[config.mk]
export PLATFORM = sky130hd
export DESIGN_NAME = ifft4_serial_loader
export DESIGN_NICKNAME = d
export VERILOG_FILES = /design/src/rtl/ifft4_pkg.sv /design/src/rtl/ifft4_frame_buf.sv /design/src/rtl/ifft4_serial_loader.sv
export SDC_FILE = /design/constraint.sdc
export NUM_CORES = 1
export LEC_CHECK = 0
export BUFFER_PORTS_ARGS = -buffer_cell sky130_fd_sc_hd__buf_2
export CAP_MARGIN = 0
export CORE_ASPECT_RATIO = 0.5
export CORE_MARGIN = 5
export CORE_UTILIZATION = 40
export CTS_CLUSTER_DIAMETER = 60
export DETAILED_ROUTE_END_ITERATION = 8
export GPL_TIMING_DRIVEN = 1
export PLACE_DENSITY = 0.66
export SLEW_MARGIN = 40
export SYNTH_ARGS = -nofsm -noshare
export SYNTH_HDL_FRONTEND = slang
export SYNTH_SLANG_ARGS = --single-unit
export TNS_END_PERCENT = 1
[constraint.sdc]
create_clock -name clk -period 2 [get_ports clk]
set_clock_uncertainty 0.1 [all_clocks]
set_input_delay 0.1 -clock clk [delete_from_list [all_inputs] [get_ports clk]]
set_output_delay 0.1 -clock clk [all_outputs]
set_load 0.02 [all_outputs]
[src/rtl/ifft4_pkg.sv]
// ----------------------------------------------------------------------------
// ifft4_pkg
// Shared constants and helpers for the 4-point IFFT front end.
//   DATA_WIDTH_DEF : default width of each signed real/imag component
//   FRAME_LEN      : number of complex samples per frame (4)
//   slot_idx_t     : 2-bit slot / beat index type
//   bitrev2()      : bit-reversed slot map (0->0, 1->2, 2->1, 3->3)
// ----------------------------------------------------------------------------
package ifft4_pkg;

    localparam int DATA_WIDTH_DEF = 8;
    localparam int FRAME_LEN      = 4;
    localparam int IDX_W          = 2;

    typedef logic [IDX_W-1:0] slot_idx_t;

    // Swapping the two index bits gives the radix-2 input ordering.
    function automatic slot_idx_t bitrev2(input slot_idx_t k);
        return {k[0], k[1]};
    endfunction

endpackage

[src/rtl/ifft4_frame_buf.sv]
// ----------------------------------------------------------------------------
// ifft4_frame_buf
// One frame buffer: FRAME_LEN complex slots plus a full flag.
// Ports:
//   clk, rst_n           : clock, synchronous active-low reset
//   i_wr_en, i_wr_slot   : write strobe and target slot
//   i_wr_real, i_wr_imag : sample components to store
//   i_set_full           : mark the frame complete
//   i_clr_full           : release the frame after downstream takes it
//   o_full               : frame complete flag
//   o_real, o_imag       : all slots, slot k at element k
// ----------------------------------------------------------------------------
module ifft4_frame_buf
    import ifft4_pkg::*;
#(
    parameter int DATA_WIDTH = DATA_WIDTH_DEF
) (
    input  logic                                 clk,
    input  logic                                 rst_n,
    input  logic                                 i_wr_en,
    input  slot_idx_t                            i_wr_slot,
    input  logic signed [DATA_WIDTH-1:0]         i_wr_real,
    input  logic signed [DATA_WIDTH-1:0]         i_wr_imag,
    input  logic                                 i_set_full,
    input  logic                                 i_clr_full,
    output logic                                 o_full,
    output logic [FRAME_LEN-1:0][DATA_WIDTH-1:0] o_real,
    output logic [FRAME_LEN-1:0][DATA_WIDTH-1:0] o_imag
);

    logic [FRAME_LEN-1:0][DATA_WIDTH-1:0] r_real;
    logic [FRAME_LEN-1:0][DATA_WIDTH-1:0] r_imag;
    logic                                 r_full;

    genvar gi;
    generate
        for (gi = 0; gi < FRAME_LEN; gi++) begin : g_slot
            always_ff @(posedge clk) begin
                if (!rst_n) begin
                    r_real[gi] <= '0;
                    r_imag[gi] <= '0;
                end else if (i_wr_en && (i_wr_slot == slot_idx_t'(gi))) begin
                    r_real[gi] <= i_wr_real;
                    r_imag[gi] <= i_wr_imag;
                end
            end
        end
    endgenerate

    // Set and clear never target the same buffer in one cycle: a buffer
    // being written is not full, and only a full buffer is handed off.
    always_ff @(posedge clk) begin
        if (!rst_n) begin
            r_full <= 1'b0;
        end else if (i_set_full) begin
            r_full <= 1'b1;
        end else if (i_clr_full) begin
            r_full <= 1'b0;
        end
    end

    assign o_full = r_full;
    assign o_real = r_real;
    assign o_imag = r_imag;

endmodule

[src/rtl/ifft4_serial_loader.sv]
// ----------------------------------------------------------------------------
// ifft4_serial_loader
// Collects a serial stream of complex samples into 4-sample frames using a
// ping/pong pair of frame buffers and presents each frame in parallel to
// the ifft4 stage.
// Ports:
//   clk, rst_n            : clock, synchronous active-low reset
//   s_valid/s_ready       : upstream sample handshake
//   s_real, s_imag        : signed sample components
//   s_last                : upstream end-of-frame marker
//   in0..in3_real/imag    : parallel frame (read buffer slots 0..3)
//   frame_valid           : read buffer holds a complete frame
//   frame_ready           : downstream takes the frame this cycle
//   sync_err              : one-cycle pulse after a premature s_last
// Build option:
//   IFFT4_LOADER_BITREV_EN : when defined, beat k is stored in slot
//                            bitrev2(k); otherwise in slot k.
// ----------------------------------------------------------------------------
module ifft4_serial_loader
    import ifft4_pkg::*;
#(
    parameter int DATA_WIDTH = DATA_WIDTH_DEF
) (
    input  logic                         clk,
    input  logic                         rst_n,
    input  logic                         s_valid,
    output logic                         s_ready,
    input  logic signed [DATA_WIDTH-1:0] s_real,
    input  logic signed [DATA_WIDTH-1:0] s_imag,
    input  logic                         s_last,
    output logic signed [DATA_WIDTH-1:0] in0_real,
    output logic signed [DATA_WIDTH-1:0] in0_imag,
    output logic signed [DATA_WIDTH-1:0] in1_real,
    output logic signed [DATA_WIDTH-1:0] in1_imag,
    output logic signed [DATA_WIDTH-1:0] in2_real,
    output logic signed [DATA_WIDTH-1:0] in2_imag,
    output logic signed [DATA_WIDTH-1:0] in3_real,
    output logic signed [DATA_WIDTH-1:0] in3_imag,
    output logic                         frame_valid,
    input  logic                         frame_ready,
    output logic                         sync_err
);

    localparam slot_idx_t LAST_IDX = slot_idx_t'(FRAME_LEN - 1);

    logic      r_wr_ptr;
    logic      r_rd_ptr;
    slot_idx_t r_wr_idx;
    logic      r_sync_err;

    logic                                       w_beat;
    logic                                       w_misaligned;
    logic                                       w_commit;
    logic                                       w_wr_en;
    logic                                       w_handoff;
    slot_idx_t                                  w_slot;
    logic [1:0]                                 w_buf_full;
    logic [1:0][FRAME_LEN-1:0][DATA_WIDTH-1:0]  w_buf_real;
    logic [1:0][FRAME_LEN-1:0][DATA_WIDTH-1:0]  w_buf_imag;
    logic [FRAME_LEN-1:0][DATA_WIDTH-1:0]       w_rd_real;
    logic [FRAME_LEN-1:0][DATA_WIDTH-1:0]       w_rd_imag;

    // s_ready depends only on registered state and rst_n, so a stalled
    // upstream never sees a combinational path from its own s_valid.
    assign s_ready      = rst_n & ~w_buf_full[r_wr_ptr];
    assign w_beat       = s_valid & s_ready;
    // s_last before the final slot means upstream lost alignment; the
    // sample is dropped and the partial frame abandoned.
    assign w_misaligned = w_beat & s_last & (r_wr_idx != LAST_IDX);
    // The final slot always closes a frame, whatever s_last says.
    assign w_commit     = w_beat & (r_wr_idx == LAST_IDX);
    assign w_wr_en      = w_beat & ~w_misaligned;

    assign frame_valid  = rst_n & w_buf_full[r_rd_ptr];
    assign w_handoff    = frame_valid & frame_ready;

`ifdef IFFT4_LOADER_BITREV_EN
    assign w_slot = bitrev2(r_wr_idx);
`else
    assign w_slot = r_wr_idx;
`endif

    always_ff @(posedge clk) begin
        if (!rst_n) begin
            r_wr_ptr   <= 1'b0;
            r_rd_ptr   <= 1'b0;
            r_wr_idx   <= '0;
            r_sync_err <= 1'b0;
        end else begin
            r_sync_err <= w_misaligned;
            if (w_commit) begin
                r_wr_ptr <= ~r_wr_ptr;
            end
            if (w_handoff) begin
                r_rd_ptr <= ~r_rd_ptr;
            end
            if (w_misaligned) begin
                r_wr_idx <= '0;
            end else if (w_beat) begin
                r_wr_idx <= (r_wr_idx == LAST_IDX) ? '0 : r_wr_idx + 2'd1;
            end
        end
    end

    // Ping/pong buffers: the write pointer selects which one takes beats,
    // the read pointer selects which one is presented downstream.
    genvar gi;
    generate
        for (gi = 0; gi < 2; gi++) begin : g_buf
            ifft4_frame_buf #(
                .DATA_WIDTH (DATA_WIDTH)
            ) u_buf (
                .clk        (clk),
                .rst_n      (rst_n),
                .i_wr_en    (w_wr_en & (r_wr_ptr == 1'(gi))),
                .i_wr_slot  (w_slot),
                .i_wr_real  (s_real),
                .i_wr_imag  (s_imag),
                .i_set_full (w_commit & (r_wr_ptr == 1'(gi))),
                .i_clr_full (w_handoff & (r_rd_ptr == 1'(gi))),
                .o_full     (w_buf_full[gi]),
                .o_real     (w_buf_real[gi]),
                .o_imag     (w_buf_imag[gi])
            );
        end
    endgenerate

    assign w_rd_real = w_buf_real[r_rd_ptr];
    assign w_rd_imag = w_buf_imag[r_rd_ptr];

    assign in0_real = w_rd_real[0];
    assign in1_real = w_rd_real[1];
    assign in2_real = w_rd_real[2];
    assign in3_real = w_rd_real[3];
    assign in0_imag = w_rd_imag[0];
    assign in1_imag = w_rd_imag[1];
    assign in2_imag = w_rd_imag[2];
    assign in3_imag = w_rd_imag[3];

    assign sync_err = r_sync_err;

endmodule

==> results_dict.tcl, run 1 <==
set metrics [dict create \
    diodes 0 \
    placed_cell_area_mm2 0.00650 \
    fp-row-count 31 \
    p_leak_uw 0.00292 \
    viasPerCell 4.95 \
    synth_warnings 0 \
    sw_frac_of_total 0.230 \
    crit_required_ns 1.80 \
    mostFrequentLayoutCells "nand2_1, dfxtp_1, mux2i_1, buf_2, mux2_2" \
    cp_top_family "flip-flops" \
    wl_per_cell_um 16.7 \
    p_int_uw 4700 \
    fmax_mhz 523 \
    syn_inst 574 \
    layout-drive-gt1-share 0.280 \
    syn_avg_cell_area_um2 10.2 \
    critPathKind "reg2out" \
    ir_worst_vdd_mv 0.552 \
    startpoint_type "flop" \
    coreArea_mm2 0.0144 \
    grt_usage 0.174 \
    die-area_mm2 0.0172 \
    cts_max_path_buffers 2 \
    syn_area_mm2 0.00583 \
    cts_buffers 17 \
    worst_slew_pin_slew_ns 0.662 \
    place_inst 834 \
    post-dp-hpwl_um 9850 \
    p_sw_uw 1410 \
    grt_pass1_vias 4251 \
    nNetsFinal 699 \
    routed_wl_um 14800 \
    cp_cell_sequence "buf_12, mux2_2, buf_2" \
    drc 0 \
    rsz0062_at_grt "false" \
    fin_area_mm2 0.00728 \
    place.gp.congestion 0.775 \
    finalCritPeriodShare 0.955 \
    start_util 0.405 \
    yosysSeqAreaShare 0.463 \
    clk_pin_slew_ns 0.06 \
    final_common_cell "nand2_1" \
    tritoncts "built" \
    hold_violations 0 \
    final_max_slew_viol_count 0 \
    io_pins 88 \
    ys_ff_latch 135 \
    vias 4372 \
    ant_nets 0 \
    htreeDepth 4 \
    firstDrtPassIters 4 \
    fin_setup_tns_ns 0 \
    cap_violations 0 \
    clk_latency_ns 0.41 \
    slew_headroom 0.558 \
    cp_num_buf_inv 2 \
    layout_min_cycle_time_ns 1.91 \
    clock_sinks 135 \
    dr.first_iter.drc_count 276 \
    status "finished clean" \
    instances_no_fill 884 \
    clkPwrFrac 0.503 \
    grt_pass1_wl_um 23100 \
    synth_fp_nets 599 \
    die_h_um 95.4 \
    powerDensity_mw_per_mm2 838 \
    grt_overflow 0 \
    worst_hold_path_type "in2reg" \
    arrival_ns 1.71 \
    critical-path-slowest-cell "dfxtp_4" \
    cp_max_fo 36 \
    port_buffers 87 \
    cts_post_setup_buffers_inserted 0 \
    syn_to_final_growth_pct 24.9 \
    yosys.cell_types.count 26 \
    cp-end-kind "output port" \
    die_w_um 181 \
    pwr-share-comb 0.051 \
    seq_power_share 0.446 \
    antenna_found_initial 1 \
    grt_max_degree 86 \
    setup_viol 0 \
    slowest_delay_ns 0.45 \
    cts-root-buf "clkbuf_16" \
]
==> cell usage after synthesis <==
cell,instances,area share
inv_1,3,0.0019
a22oi_1,1,0.0013
clkbuf_1,18,0.012
o21a_1,2,0.0026
nand3_1,17,0.015
o21ai_0,1,0.00086
and4bb_1,1,0.0021
nor2b_1,5,0.0054
and3b_1,1,0.0015
mux2i_1,116,0.20
or3_1,1,0.0011
buf_6,12,0.023
nor2_1,1,0.00064
a21boi_0,2,0.0026
and2_1,2,0.0021
nand2_1,148,0.095
dfxtp_1,135,0.46
and3_1,8,0.0086
buf_4,4,0.0051
mux2_1,10,0.019
o21ai_1,16,0.014
and4b_1,1,0.0017
nand2b_1,1,0.0011
mux2_2,54,0.10
ha_1,4,0.0086
buf_2,10,0.0086
==> tightest hold or removal path, delay by kind of cell <==
kind                   cells  cell delay (ns)
AOI/OAI and AO/OA          1             0.13
buffers and inverters      2             0.36
==> stage by stage <==
step	utilization	hold WS, ns	total power [uW]	worst slack (ns)
5_1_grt	0.506	0.166	6300	0.0308
3_3_place_gp	0.452	0.240	3060	0.349
4_1_cts	0.506	0.127	6160	0.0574
3_5_place_dp	0.452	0.244	3060	0.245
6_report	0.506	0.142	6100	0.0895
2_1_floorplan	-	0.137	2940	0.329
==> sequential cells by signal (all words and copies together) (netlist names) <==
register and flops:
g_buf.u_buf.o_imag 64, g_buf.u_buf.o_full 2, g_buf.u_buf.o_real 64, r_rd_ptr 1
sync_err 1, r_wr_ptr 1, r_wr_idx 2
==> final cells by class <==
cell class                      instances  area (um^2)
Clock buffer                           18          439
Sequential cell                       135         2710
Clock inverter                         13          146
Multi-Input combinational cell        392         2840
Fill cell                            1284         7110
Timing Repair Buffer                  125          896
Inverter                                3         11.3
Tap cell                              198          248
==> repair_timing <==
item / 4_1_cts / 5_1_grt
hold buffers: 19 / 0
endpoints found under the hold margin: 20 / 0
gates resized for setup: 1 / 0
setup endpoints to repair: 2 / 0
==> path summary, 6_finish.rpt <==
check / start / end / slack [ns] / cells after the start
worst max-delay path: r_rd_ptr / in0_real[7] / 0.09 / 3
worst min-delay path: rst_n / g_buf[1].u_buf.o_full / 0.14 / 3
worst max register to register: r_wr_idx[0] / g_buf[1].u_buf.o_imag[7] / 0.20 / 5
worst min register to register: g_buf[0].u_buf.o_imag[30] / g_buf[0].u_buf.o_imag[30] / 0.35 / 2
==> routing by layer <==
layer | global-route usage | wire length, um
met2 | 0.281 | 6900
met1 | 0.230 | 6980
met4 | 0.0604 | 194
met3 | 0.0415 | 693
met5 | 0 | 16
==> cell families after synthesis <==
family / after synthesis / synth area share
and+or+nand+nor: 186 / 0.134
muxes: 180 / 0.323
DFF: 135 / 0.463
buffers and inverters: 47 / 0.0504
AOI/OAI and AO/OA: 22 / 0.0210
adders and majority gates: 4 / 0.00858
==> power groups by stage <==
stage / Clock, uW / Combinational [uW] / Sequential [uW]
2_1_floorplan: 0 / 165 / 2780
3_3_place_gp: 0 / 282 / 2780
3_5_place_dp: 0 / 282 / 2780
4_1_cts: 3120 / 313 / 2720
5_1_grt: 3240 / 335 / 2720
6_report: 3070 / 312 / 2720
Note: power is estimated with default switching activity, not from simulation.
==> run 2: changes to the inputs <==
Settings changed: PLACE_DENSITY 0.66 to 0.57.
==> results_dict.tcl, run 2 (synthesis results as in run 1) <==
set metrics [dict create \
    status "finished clean" \
    nNetsFinal 698 \
    coreArea_mm2 0.0144 \
    cts_post_setup_buffers_inserted 0 \
    cp_num_buf_inv 2 \
    fillCellCount 1354 \
    grt_usage 0.167 \
    tritoncts "built" \
    viasPerCell 4.82 \
    r2r_start "r_wr_idx[0]" \
    ant_nets 0 \
    final_max_slew_viol_count 0 \
    fin_area_mm2 0.00729 \
    grt_overflow 0 \
    clk_latency_ns 0.42 \
    min_from "rst_n" \
    fin_setup_tns_ns 0 \
    fmax_mhz 538 \
    layout-drive-gt1-share 0.280 \
    diodes 0 \
    postCtsHoldBufs 19 \
    firstDrtPassIters 4 \
    slowest_delay_ns 0.40 \
    syn_to_final_growth_pct 24.9 \
    setup_viol 0 \
    cap_violations 0 \
    layout_min_cycle_time_ns 1.86 \
    ir_worst_vdd_mv 0.583 \
    cp_max_fo 52 \
    clock_sinks 135 \
    powerDensity_mw_per_mm2 858 \
    grt_pass1_wl_um 22800 \
    slew_headroom 0.751 \
    arrival_ns 1.66 \
    hold_violations 0 \
    pre_cts_ws_ns 0.199 \
    grt_max_degree 79 \
    fp-row-count 31 \
    grt_pass1_vias 4286 \
    cts_resized 0 \
    clk_pin_slew_ns 0.06 \
    critical-path-slowest-cell "mux2_2" \
    port_buffers 87 \
    worst_hold_path_type "in2reg" \
    worst_slew_pin_slew_ns 0.372 \
    die_h_um 95.4 \
    die_w_um 181 \
    wl_per_cell_um 15.7 \
    p_leak_uw 0.00292 \
    placed_cell_area_mm2 0.00648 \
    htreeDepth 4 \
    startpoint_type "flop" \
    antenna_found_initial 0 \
    io_pins 88 \
    fin_ws_ns 0.140 \
    cp_top_family "buffers and inverters" \
    final_common_cell "nand2_1" \
    rsz0062_at_grt "false" \
    dr.first_iter.drc_count 314 \
    mostFrequentLayoutCells "nand2_1, dfxtp_1, mux2i_1, buf_2, mux2_2" \
    finalCritPeriodShare 0.930 \
    crit_start "r_rd_ptr" \
    vias 4261 \
    cp_cell_sequence "buf_12, mux2_2, buf_2" \
    cts-root-buf "clkbuf_16" \
    critPathKind "reg2out" \
    start_util 0.405 \
    post-dp-hpwl_um 9140 \
    routed_wl_um 13900 \
    die-area_mm2 0.0172 \
    crit_required_ns 1.80 \
    cts_buffers 17 \
    cts_max_path_buffers 2 \
    place.gp.congestion 0.734 \
    cp-end-kind "output port" \
    drc 0 \
]
[run 2: changes by cell type in the layout (fill, tap and decap cells not counted), sizes merged]
cell / change
buf: -1
bufinv: +1
clkinv: -2
clkinvlp: +2
[run 2: through the flow]
step	hold WS [ns]	utilization	power (uW)	cells
finish	0.120	0.506	6260	884
CTS	0.126	0.506	6330	884
global route	0.140	0.506	6490	884
floorplan	0.137	-	2940	574
detailed placement	0.250	0.451	3050	833
global placement	0.241	0.451	3050	833
[run 2: final timing paths]
check,endpoint,slack [ns],depth (start not counted)
setup reg to reg,g_buf[1].u_buf.o_imag[6],0.18,5
hold / removal,g_buf[0].u_buf.o_imag[30],0.12,4
hold reg to reg,g_buf[0].u_buf.o_real[29],0.35,2
setup / recovery,in0_real[3],0.14,3
[run 2: worst reg2reg max path: cells and delay by family, from the launching register on]
family	cells	cell delay, ns
flip-flops	1	0.40
buffers and inverters	1	0.20
AND/OR/NAND/NOR	2	0.58
multiplexers	1	0.21
adder cells (fa/ha/maj)	1	0.24
[run 2: final cells by class]
type                       count  area (um^2)  area share
clock buffer                  18          439      0.0603
clock inverter                14          174      0.0239
inverter                       3         11.3     0.00155
multi-input combinational    392         2840       0.389
sequential                   135         2700       0.371
tap                          198          248      0.0340
timing repair buffer         124          876       0.120
[run 2: report_power, final]
| part | switching [uW] | total (uW) | internal [uW] |
|---|---|---|---|
| Sequential | 12.5 | 2720 | 2710 |
| Clock | 1240 | 3240 | 2000 |
| Combinational | 179 | 293 | 114 |
[run 2: layer usage]
layer | share of wire | GRT usage | vias to the layer above
met4 | 0.0061 | 0.0415 | 0
met5 | 0 | 0 | -
met1 | 0.49 | 0.222 | 2043
li1 | - | - | 2141
met3 | 0.041 | 0.0469 | 7
met2 | 0.46 | 0.271 | 70
==> run 3: changes to the inputs <==
Settings changed: CORE_UTILIZATION 40 to 35, PLACE_DENSITY 0.57 to 0.51.
==> results_dict.tcl, run 3 (synthesis results as in run 1) <==
set metrics [dict create \
    ir_worst_vdd_mv 0.571 \
    arrival_ns 1.68 \
    utilization 0.447 \
    ant_nets 0 \
    final_max_slew_viol_count 0 \
    rsz0062_at_grt "false" \
    grt_use_met3 0.0430 \
    rr_worst_depth 5 \
    final_common_cell "nand2_1" \
    fillCellCount 1580 \
    grt_overflow 0 \
    layout_min_cycle_time_ns 1.88 \
    io_pins 88 \
    syn_to_final_growth_pct 25.2 \
    grt_pass1_wl_um 23300 \
    drc 0 \
    diodes 0 \
    post-dp-hpwl_um 9570 \
    startpoint_type "flop" \
    die-area_mm2 0.0195 \
    fin_setup_tns_ns 0 \
    mostFrequentLayoutCells "nand2_1, dfxtp_1, mux2i_1, buf_2, mux2_2" \
    regToRegSetupSlack_ns 0.31 \
    layout-drive-gt1-share 0.275 \
    fmax_mhz 531 \
    coreArea_mm2 0.0164 \
    sw_frac_of_total 0.237 \
    pwr-share-comb 0.049 \
    finalCritPeriodShare 0.941 \
    firstDrtPassIters 5 \
    vias 4245 \
    p_sw_uw 1420 \
    setup_viol 0 \
    die_h_um 101 \
    clk_pin_slew_ns 0.06 \
    start_util 0.357 \
    fp-row-count 33 \
    port_buffers 87 \
    worst_hold_path_type "reg2reg" \
    cp_max_fo 36 \
    p_int_uw 4580 \
    p_leak_uw 0.00288 \
    seq_power_share 0.454 \
    routed_wl_um 14400 \
    hold_path_depth 2 \
    slew_headroom 0.730 \
    place.gp.congestion 0.704 \
    grt_max_degree 68 \
    critPathKind "reg2out" \
    hold_violations 0 \
    crit_required_ns 1.80 \
    nNetsFinal 696 \
    cts_buffers 17 \
    cap_violations 0 \
    top_usage_layer "met2" \
    antenna_found_initial 0 \
    grt_usage 0.153 \
    holdPathEnd "g_buf[0].u_buf.o_real[27]" \
    r2r_end "g_buf[0].u_buf.o_imag[17]" \
    clock_sinks 135 \
    place_inst 859 \
    cts-root-buf "clkbuf_16" \
    grt.met2_usage 0.235 \
    htreeDepth 4 \
    grt_use_met1 0.213 \
    instances_no_fill 911 \
    status "finished clean" \
    wl_per_cell_um 15.8 \
    cp-end-kind "output port" \
    min_from "g_buf[0].u_buf.o_real[27]" \
    worst_slew_pin_slew_ns 0.404 \
    dr.first_iter.drc_count 233 \
    viasPerCell 4.66 \
    clk_latency_ns 0.41 \
    powerDensity_mw_per_mm2 821 \
    r2r_start "r_wr_idx[0]" \
    cts_max_path_buffers 2 \
    grt_pass1_vias 4326 \
    die_w_um 193 \
    clkPwrFrac 0.497 \
    tritoncts "built" \
]
[run 3: power groups by stage]
stage,sequential (uW),clock [uW],combinational (uW)
final,2720,2980,297
after global routing,2720,3180,325
after CTS,2720,3060,302
after detailed placement,2780,0,272
after global placement,2780,0,272
after floorplan,2780,0,165
[run 3: layout make-up]
class / instances / area (um^2) / area share
Timing Repair Buffer: 122 / 901 / 0.123
Inverter: 3 / 11.3 / 0.00154
Clock buffer: 19 / 443 / 0.0606
Sequential cell: 135 / 2710 / 0.371
Multi-Input combinational cell: 392 / 2840 / 0.388
Tap cell: 227 / 284 / 0.0389
Clock inverter: 13 / 123 / 0.0168
[run 3: how the worst max path moves through the flow]
stage / startpoint / to / slack, ns / cells after the start
CTS: r_rd_ptr / in1_imag[3] / 0.04 / 3
global route: r_rd_ptr / in1_imag[3] / 0.06 / 3
global placement: r_wr_idx[1] / g_buf[0].u_buf.o_imag[1] / 0.36 / 5
finish: r_rd_ptr / in1_imag[3] / 0.12 / 3
detailed placement: r_wr_idx[0] / g_buf[0].u_buf.o_imag[13] / 0.30 / 5
floorplan: r_wr_idx[0] / g_buf[1].u_buf.o_full / 0.33 / 7
[run 3: critical path, stage by stage, from the launching register on]
cell     delay (ns)
dfxtp_4        0.41
buf_12         0.24
mux2_2         0.41
buf_2          0.17
[run 3: layer usage]
metal | wire length [um] | up-vias
met5 | 0 | -
met4 | 91 | 0
met1 | 7290 | 2042
li1 | - | 2138
met2 | 6450 | 59
met3 | 603 | 6
[run 3: repair_timing]
action | 4_1_cts | 5_1_grt
setup endpoints to repair | 0 | 2
hold buffers | 20 | 0
gates resized for setup | 0 | 1
hold endpoints to repair | 23 | 0
setup buffers | 0 | 0
[run 3: through the flow]
step / total power [uW] / hold WS, ns / cell area, um^2 / worst slack, ns
after floorplan: 2940 / 0.137 / 5830 / 0.329
after global placement: 3050 / 0.245 / 6540 / 0.365
after detailed placement: 3050 / 0.250 / 6540 / 0.298
after CTS: 6080 / 0.346 / 7300 / 0.0444
after global routing: 6220 / 0.361 / 7300 / 0.0595
final: 6000 / 0.344 / 7300 / 0.118
